### src/rtl/signed_divider_seq_pkg.sv
// Shared types and timing constants for the sequential signed divider.
// The constants describe the default width of 9; the top derives its own from its parameter.
package signed_divider_pkg;

    typedef enum logic [1:0] {
        IDLE = 2'd0,
        LOAD = 2'd1,
        DIV  = 2'd2,
        FIX  = 2'd3
    } state_t;

    localparam int WIDTH_DEFAULT = 9;
    localparam int DIV_CYCLES    = 2 * WIDTH_DEFAULT;
    localparam int LATENCY       = 2 * WIDTH_DEFAULT + 2;

    function automatic int div_cycles(input int w);
        return 2 * w;
    endfunction

endpackage

### src/rtl/signed_divider_seq_core.sv
// Unsigned restoring divider: one shift/trial-subtract step per enabled cycle.
// Dividend is 2*width bits, divisor width bits; quotient magnitude keeps all 2*width bits.
module restoring_div_core
    import signed_divider_pkg::*;
#(
    parameter int width = 9
) (
    input  logic                 clk,
    input  logic                 rst,
    input  logic                 load,
    input  logic [2*width-1:0]   dividend_mag,
    input  logic [width-1:0]     divisor_mag,
    input  logic                 step_en,
    output logic [2*width-1:0]   quo_mag,
    output logic [width-1:0]     rem_mag,
    output logic                 last
);

    localparam int CW = $clog2(div_cycles(width) + 1);

    logic [2*width-1:0] dvd_q;
    logic [2*width-1:0] quo_q;
    logic [width-1:0]   dvs_q;
    logic [width-1:0]   rem_q;
    logic [CW-1:0]      cnt_q;

    logic [width:0]     shifted;
    logic [width+1:0]   trial;
    logic               ge;

    // The partial remainder stays below the divisor, so one extra bit holds the shifted value.
    always_comb begin
        shifted = {rem_q, dvd_q[2*width-1]};
        trial   = {1'b0, shifted} - {2'b00, dvs_q};
        ge      = ~trial[width+1];
    end

    always_ff @(posedge clk or posedge rst) begin
        if (rst) begin
            dvd_q <= '0;
            quo_q <= '0;
            dvs_q <= '0;
            rem_q <= '0;
            cnt_q <= '0;
        end else if (load) begin
            dvd_q <= dividend_mag;
            dvs_q <= divisor_mag;
            quo_q <= '0;
            rem_q <= '0;
            cnt_q <= CW'(div_cycles(width));
        end else if (step_en) begin
            dvd_q <= {dvd_q[2*width-2:0], 1'b0};
            quo_q <= {quo_q[2*width-2:0], ge};
            rem_q <= ge ? trial[width-1:0] : shifted[width-1:0];
            cnt_q <= cnt_q - CW'(1);
        end
    end

    assign quo_mag = quo_q;
    assign rem_mag = rem_q;
    assign last    = (cnt_q == CW'(1));

endmodule

### src/rtl/signed_divider_seq.sv
// Sequential signed divider: sign handling, FSM, start/busy/done handshake and flags
// around an unsigned restoring core. Results hold from one done pulse to the next.
module signed_divider_seq
    import signed_divider_pkg::*;
#(
    parameter int width = 9
) (
    input  logic                 clk,
    input  logic                 rst,
    input  logic                 start,
    input  logic [2*width-1:0]   A,
    input  logic [width-1:0]     B,
    output logic                 busy,
    output logic                 done,
    output logic [width-1:0]     Q,
    output logic [width-1:0]     R,
    output logic                 div_by_zero,
    output logic                 ovf,
    output state_t               dbg_state
);

    localparam logic [2*width-1:0] POS_LIMIT = (2*width)'((1 << (width-1)) - 1);
    localparam logic [2*width-1:0] NEG_LIMIT = (2*width)'(1 << (width-1));

    state_t state_q, state_d;

    logic [2*width-1:0] a_q;
    logic [width-1:0]   b_q;
    logic               a_neg_q, b_neg_q, dz_q;
    logic [2*width-1:0] a_mag;
    logic [width-1:0]   b_mag;

    logic               core_load, step_en, last;
    logic [2*width-1:0] quo_mag;
    logic [width-1:0]   rem_mag;

    logic               q_neg, ovf_fix;
    logic [width-1:0]   q_fix, r_fix;

    logic               done_q, dz_o, ovf_o;
    logic [width-1:0]   q_o, r_o;

    always_ff @(posedge clk or posedge rst) begin
        if (rst) state_q <= IDLE;
        else     state_q <= state_d;
    end

    always_comb begin
        state_d = state_q;
        case (state_q)
            IDLE:    if (start) state_d = LOAD;
            LOAD:    state_d = DIV;
            DIV:     if (last) state_d = FIX;
            FIX:     state_d = IDLE;
            default: state_d = IDLE;
        endcase
    end

    always_comb begin
        busy      = (state_q != IDLE);
        core_load = (state_q == LOAD);
        step_en   = (state_q == DIV);
    end

    // Operands are captured on the accepting edge so A/B need not be held afterwards.
    always_ff @(posedge clk or posedge rst) begin
        if (rst) begin
            a_q     <= '0;
            b_q     <= '0;
            a_neg_q <= 1'b0;
            b_neg_q <= 1'b0;
            dz_q    <= 1'b0;
        end else if (state_q == IDLE && start) begin
            a_q <= A;
            b_q <= B;
        end else if (state_q == LOAD) begin
            a_neg_q <= a_q[2*width-1];
            b_neg_q <= b_q[width-1];
            dz_q    <= (b_q == '0);
        end
    end

    // Negating the most negative value wraps to itself, which is its exact unsigned magnitude.
    always_comb begin
        a_mag = a_q[2*width-1] ? -a_q : a_q;
        b_mag = b_q[width-1]   ? -b_q : b_q;
    end

    restoring_div_core #(.width(width)) u_core (
        .clk          (clk),
        .rst          (rst),
        .load         (core_load),
        .dividend_mag (a_mag),
        .divisor_mag  (b_mag),
        .step_en      (step_en),
        .quo_mag      (quo_mag),
        .rem_mag      (rem_mag),
        .last         (last)
    );

    always_comb begin
        q_neg   = a_neg_q ^ b_neg_q;
        ovf_fix = q_neg ? (quo_mag > NEG_LIMIT) : (quo_mag > POS_LIMIT);
        q_fix   = q_neg ? -quo_mag[width-1:0] : quo_mag[width-1:0];
        r_fix   = a_neg_q ? -rem_mag : rem_mag;
    end

    always_ff @(posedge clk or posedge rst) begin
        if (rst) begin
            done_q <= 1'b0;
            q_o    <= '0;
            r_o    <= '0;
            dz_o   <= 1'b0;
            ovf_o  <= 1'b0;
        end else begin
            done_q <= (state_q == FIX);
            if (state_q == FIX) begin
                dz_o  <= dz_q;
                ovf_o <= dz_q ? 1'b0 : ovf_fix;
                q_o   <= dz_q ? '0 : q_fix;
                r_o   <= dz_q ? '0 : r_fix;
            end
        end
    end

    assign done        = done_q;
    assign Q           = q_o;
    assign R           = r_o;
    assign div_by_zero = dz_o;
    assign ovf         = ovf_o;
    assign dbg_state   = state_q;

endmodule

### config.mk
export PLATFORM = sky130hd
export DESIGN_NAME = signed_divider_seq
export DESIGN_NICKNAME = d
export VERILOG_FILES = /design/src/rtl/signed_divider_seq_pkg.sv /design/src/rtl/signed_divider_seq_core.sv /design/src/rtl/signed_divider_seq.sv
export SDC_FILE = /design/constraint.sdc
export NUM_CORES = 1
export LEC_CHECK = 0
export BUFFER_PORTS_ARGS = -buffer_cell sky130_fd_sc_hd__buf_4
export CORE_MARGIN = 10
export CORE_UTILIZATION = 54
export CTS_BUF_LIST = sky130_fd_sc_hd__clkbuf_4 sky130_fd_sc_hd__clkbuf_8 sky130_fd_sc_hd__clkbuf_16
export DETAILED_ROUTE_END_ITERATION = 10
export PLACE_DENSITY = 0.73
export SETUP_SLACK_MARGIN = 0.02
export SYNTH_ARGS = -nofsm -noshare
export SYNTH_HDL_FRONTEND = slang
export SYNTH_SLANG_ARGS = --single-unit
### constraint.sdc
create_clock -name clk -period 4 [get_ports clk]
set_input_delay 0.8 -clock clk [delete_from_list [all_inputs] [get_ports clk]]
set_output_delay 0.8 -clock clk [all_outputs]
set_load 0.02 [all_outputs]
# Word level (Yosys, flattened, before mapping)
# Index checks and enable logic that the tools add are counted.
word_totals:
  ff_bits: 112
  rom_bits: 0
  ramBits: 0
  latchBits: 0
  n_memories: 0
  word_cells: 60
  output_inout_bits: 24
classes:
  bitwise_logic: 3
  n_addsub: 6
  div_mod_pow: 0
  n_mux: 20
  n_eq_ne: 6
  multipliers: 0
  shift: 0
  n_lt_le_gt_ge: 2
  reduce_logical: 7
ops:
  columns: ["operator", "n"]
  rows:
  - ["$mux 18", 5]
  - ["$mux 9", 8]
  - ["$neg 9->9", 3]
  - ["$gt 18x8->1 const B", 1]
  - ["$gt 18x9->1 const B", 1]
  - ["$neg 18->18", 1]
  - ["$sub 10x9->11", 1]
  - ["$mux 5", 2]
  - ["$logic_not 9->1", 1]
  - ["$pmux 2 s4", 1]
  - ["$eq 5x1->1 const B", 1]
  - ["$sub 5x1->5 const B", 1]
  - ["$eq 2x2->1 const B", 2]
  - ["$mux 2", 2]
  - ["$reduce_and 2->1", 2]
  - ["$reduce_bool 2->1", 2]
  - ["$eq 2x1->1 const B", 1]
  - ["$logic_not 2->1", 1]
  - ["$mux 1", 2]
  - ["$ne 2x1->1 const B", 1]
  - ["$ne 2x2->1 const B", 1]
  - ["$not 1->1", 2]
  - ["$logic_and 1x1->1", 1]
  - ["$xor 1x1->1", 1]

# Depth between registers and ports, before layout
logic_depth:
  word_depth: 4
  mapped_depth: 9
  depth_no_buf: 9

# Modules after synthesis
# Synthesis repeated with hierarchy kept, for this count alone.
hier_totals:
  hier_cells: 572
  hier_area_um2: 6023.3
by_module_without_submodules:
  columns: ["mod", "seq_area_each_um2", "area_per_inst_um2", "instances", "cells_each"]
  rows:
  - ["restoring_div_core", 1476.4, 3141.8, 1, 314]
  - ["signed_divider_seq", 1326.3, 2881.5, 1, 258]

# Worst setup path before layout
# OpenSTA, ideal clock, no wires.
synth_path:
  path_kind: "register to register"
  from: "register u_core.dvd_q[17]"
  to: "register u_core.rem_q[8] (netlist: u_core.rem_mag[8])"
  path_slack_ns: 1.955
  stages_incl_launch_ff: 10
  arrival_ns: 1.929
  path_buffers: 0
  path_cell_list: "dfrtp_1 > inv_1 > ha_1 > inv_1 > fa_1 > a21o_1 > nand4_1 > a21oi_1 > or4_1 > o311ai_0"
synth_between:
  elab_chain_cells: 4
synth_rtl:
  columns: ["item", "line", "rtl"]
  rows:
  - ["from (decl)", "signed_divider_seq_core.sv:21", "logic [2*width-1:0] dvd_q;"]
  - ["from (signal assigned)", "signed_divider_seq_core.sv:46", "dvd_q <= dividend_mag;"]
  - ["from (signal assigned)", "signed_divider_seq_core.sv:52", "dvd_q <= {dvd_q[2*width-2:0], 1'b0};"]
  - ["$sub 10x9->11", "signed_divider_seq_core.sv:34", "trial = {1'b0, shifted} - {2'b00, dvs_q};"]
  - ["$mux 9", "signed_divider_seq_core.sv:54", "rem_q <= ge ? trial[width-1:0] : shifted[width-1:0];"]
  - ["$mux 9", "signed_divider_seq_core.sv:51", "end else if (step_en) begin"]
  - ["$mux 9", "signed_divider_seq_core.sv:45", "end else if (load) begin"]
  - ["to (signal assigned)", "signed_divider_seq_core.sv:54", null]
  - ["to (decl)", "signed_divider_seq_core.sv:24", "logic [width-1:0] rem_q;"]
# Every way passes these cells. The select of a mux whose other input is x is not followed.
# A chain may end at the register's enable or synchronous reset.

# Worst setup path after layout
layout_path:
  from: "register state_q[0] (netlist: dbg_state[0])"
  to: "register u_core.rem_q[2] (netlist: u_core.rem_mag[2])"
layout_between:
  elab_chain_cells: 2
  word_cells_on_any_way: 4
  cone_classes: "eq/ne: 2; mux: 1; reduce/logical: 1"
layout_rtl:
  columns: ["item", "line", "rtl"]
  rows:
  - ["from (decl)", "signed_divider_seq.sv:25", "state_t state_q, state_d;"]
  - ["from (signal assigned)", "signed_divider_seq.sv:45", "else state_q <= state_d;"]
  - ["$eq 2x1->1 or $eq 2x2->1 (tied branches)", "signed_divider_seq.sv:61, signed_divider_seq.sv:62", null]
  - ["$mux 9 or $reduce_bool 2->1 (tied branches)", null, null]
# Several ways; a longest one is shown, not always the timed one.

==> out/metrics.csv <==
metric,value,unit
gpl congestion,0.893,
Initial Utilization,56.0,%
FP Rows,37,
Final #Nets,655,
max-slew violations,0,
DR DRC count,0,
Post-synth top cells,"112 x dfrtp_1, 45 x inv_1, 36 x mux2_2, 34 x nand2_1, 34 x nor2_1",
Area growth syn-to-layout,11.5,%
CTS H-tree depth,3,
n_diodes,0,
maxcap violations,0,
Mapped Cells,564,
"Primary FF master, synth",dfrtp_1,
syn avg cell area,10.4,um2
slew of the pin with the lowest slew margin,1040,ps
Post-Synth Adder-Cell Area,4.62,%
"FFs w/ async S/R, synth",100,%
Clock Power Share,11.8,%
crit path capture type,flip-flop,
fmax,0.396,GHz
TritonRoute pass-1 iters,4,
post-DR wirelength/cell,16.5,um
WP data required,4260,ps
setup_tns,0,ps
Yosys reg bits,112,
simple-gate share of the synthesized area,13.1,%
layout cells sized above 1,19.9,%
vias in the first global route,4209,
IO Count,54,
Worst VDD drop,0.000645,V
Combinational Power Share,52.9,%
Sequential Area,0.00280,mm2
Synth Area in Compound Gates,16.1,%
synth top area cells,"dfrtp_1 48%, mux2_2 6.9%, ha_1 4.3%, xnor2_1 3.6%, inv_1 2.9%",
TritonCTS clock tree,done,
"Seq/Total Area, Yosys",47.9,%
Startpoint Class,flip-flop,
register share of total power,35.4,%
Worst-path clk slew,110,ps
Yosys cell types,58,
# port buffers,53,
total grt overflow,0,
Inst Count DP,729,
initial DRC count,288,
Rel. slew slack,30.3,%
endpoints failing setup,0,
status,"finished, final reports clean",
Inserted Clock Buffers,9,
met3 Usage GRT,3.12,%
hpwl dp,9020,um
Die H,124,um
Tcrit/Tclk final,63.1,%
Die X,124,um
Die ar.,0.0154,mm2
Post-Route Skew,12.9,ps
initial antenna violation count,0,
RSZ-0062 raised after global routing,false,
synthesized cell area,0.00585,mm2
Crit Path Category,reg -> reg,
largest net degree at the start of global routing,80,
static leakage,2.94,nW
"EDFF count, synth",0,
total vias in the final route,4257,
multi-input logic area,0.00275,mm2
Clock Latency Late Sink,380,ps
"crit path setup slack, layout",1480,ps
Via-to-Cell Ratio,5.71,
syn nets,615,
P_int,3.35,mW
GR Util met2,25.5,%
mux share of post-synthesis cell area,7.61,%
Hold Slack,497,ps
clock tree root driver cell,clkbuf_8,
Net Switching,2.59,mW
first-pass GRT wire length,20700,um
fin crit period,2520,ps
"non-filler cells, final",745,
xor/xnor cell area share of the yosys netlist,5.68,%
post-CTS sizing,0,
power per cell area,910,mW/mm2
CTS Sinks,112,
total power,5.94,mW
Core Box Area,0.0105,mm2
main combinational cell family by area after synthesis,compound AO/OA/AOI/OAI gates,
GRT Util Overall,16.4,%
cell taking the most area after synthesis,dfrtp_1,
crit path max fanout,63,
drt total wl,12300,um
Fillers,896,
busiest grt layer,met2,
Fin. Hold Viols,0,
post-CTS setup buffers,0,
final antenna-violating net count,0,
top-count cell post-synth,dfrtp_1,
grt met1 use,23.1,%
Yosys top cell area share,47.9,%
Hold Crit Class,reg -> reg,
Switching Fraction,43.6,%
CP arrival,2790,ps
CTS Buffer Depth,2,
synth warn,0,
CTS hold repair buffers,0,
DP Worst Slack,1540,ps
critical path, cell delays in order, from the launching register on:
cell and delay [ps]:
dfrtp_1 440, inv_1 110, ha_1 320, buf_4 530
nand2b_1 550, o311ai_0 460
path summary, 6_finish.rpt:
| kind | slack (ps) | end | cells past startpoint | startpoint |
|---|---|---|---|---|
| worst max-delay path | 1480 | u_core.rem_mag[2]$_DFFE_PP0P_ | 5 | dbg_state[0]$_DFFE_PP0P_ |
| worst min-delay path | 500 | Q[8]$_DFFE_PP0P_ | 2 | Q[8]$_DFFE_PP0P_ |
| worst max register to register | 1480 | u_core.rem_mag[2]$_DFFE_PP0P_ | 5 | dbg_state[0]$_DFFE_PP0P_ |
| worst min register to register | 500 | Q[8]$_DFFE_PP0P_ | 2 | Q[8]$_DFFE_PP0P_ |
| max in group asynchronous | 2570 | R[0]$_DFFE_PP0P_ | 3 | rst |
| min in group asynchronous | 610 | u_core.dvd_q[13]$_DFFE_PP0P_ | 2 | rst |
area by class of cell:
type                            count  area share, %
Clock buffer                       10           2.11
Clock inverter                      6           1.02
Inverter                           45           2.63
Multi-Input combinational cell    379           42.2
Sequential cell                   112           42.9
Tap cell                          136           2.61
Timing Repair Buffer               57           6.55
power by group through the flow:
stage               sequential, mW  combinational (mW)  clock (mW)
finish                        2.10                3.14       0.699
global route                  2.18                3.50       0.762
CTS                           2.10                3.16       0.714
detailed placement            2.12                3.15           0
global placement              2.09                3.04           0
floorplan                     2.05                2.47           0
metrics by stage:
stage	area [um2]	util, %
6_report	6530	62.4
5_1_grt	6530	62.4
4_1_cts	6530	62.4
3_5_place_dp	6330	60.5
3_3_place_gp	6330	60.5
2_1_floorplan	5850	-
logic make-up (layout without fill, tap and decap cells):
| family | after synthesis | after routing |
|---|---|---|
| adders and majority gates | 21 | 21 |
| muxes | 40 | 40 |
| DFF | 112 | 112 |
| AOI/OAI and AO/OA | 136 | 136 |
| xor gates and xnor gates | 38 | 38 |
| and+or+nand+nor | 144 | 144 |
| buffers and inverters | 73 | 118 |
state kept, by name, summed over array words and instances (netlist names):
| register | cells |
|---|---|
| Q | 9 |
| R | 9 |
| a_neg_q | 1 |
| a_q | 18 |
| b_neg_q | 1 |
| b_q | 9 |
| dbg_state | 2 |
| div_by_zero | 1 |
| done | 1 |
| dz_q | 1 |
| ovf | 1 |
| u_core.cnt_q | 5 |
| u_core.dvd_q | 18 |
| u_core.dvs_q | 9 |
| u_core.quo_mag | 18 |
| u_core.rem_mag | 9 |
per-layer routing:
layer,vias to the layer above,part of all wire [%]
met5,-,0
met4,0,1.3
met3,13,4.4
met2,87,47
met1,2076,48
li1,2081,-
layout by cell type (no fill, tap or decap), drive strengths merged, types with 2 or more instances in the layout:
cell / count
dfrtp: 112
buf: 57
inv: 46
mux2: 36
nor2: 34
nand2: 34
a21oi: 25
xnor2: 24
o21ai: 23
ha: 20
o22ai: 19
nor2b: 17
xor2: 14
o2bb2ai: 14
o31ai: 13
nand2b: 11
clkbuf: 10
nor3: 9
nand3: 9
a21o: 8
a221o: 8
nand4: 7
nor4: 6
mux2i: 4
or3: 4
clkinv: 4
nand3b: 3
a31oi: 3
a21boi: 3
or4: 3
o221ai: 2
o311ai: 2
or3b: 2
a41oi: 2
a311o: 2
a211oi: 2
o41ai: 2
and2: 2
(Power assumes the default switching activity.)
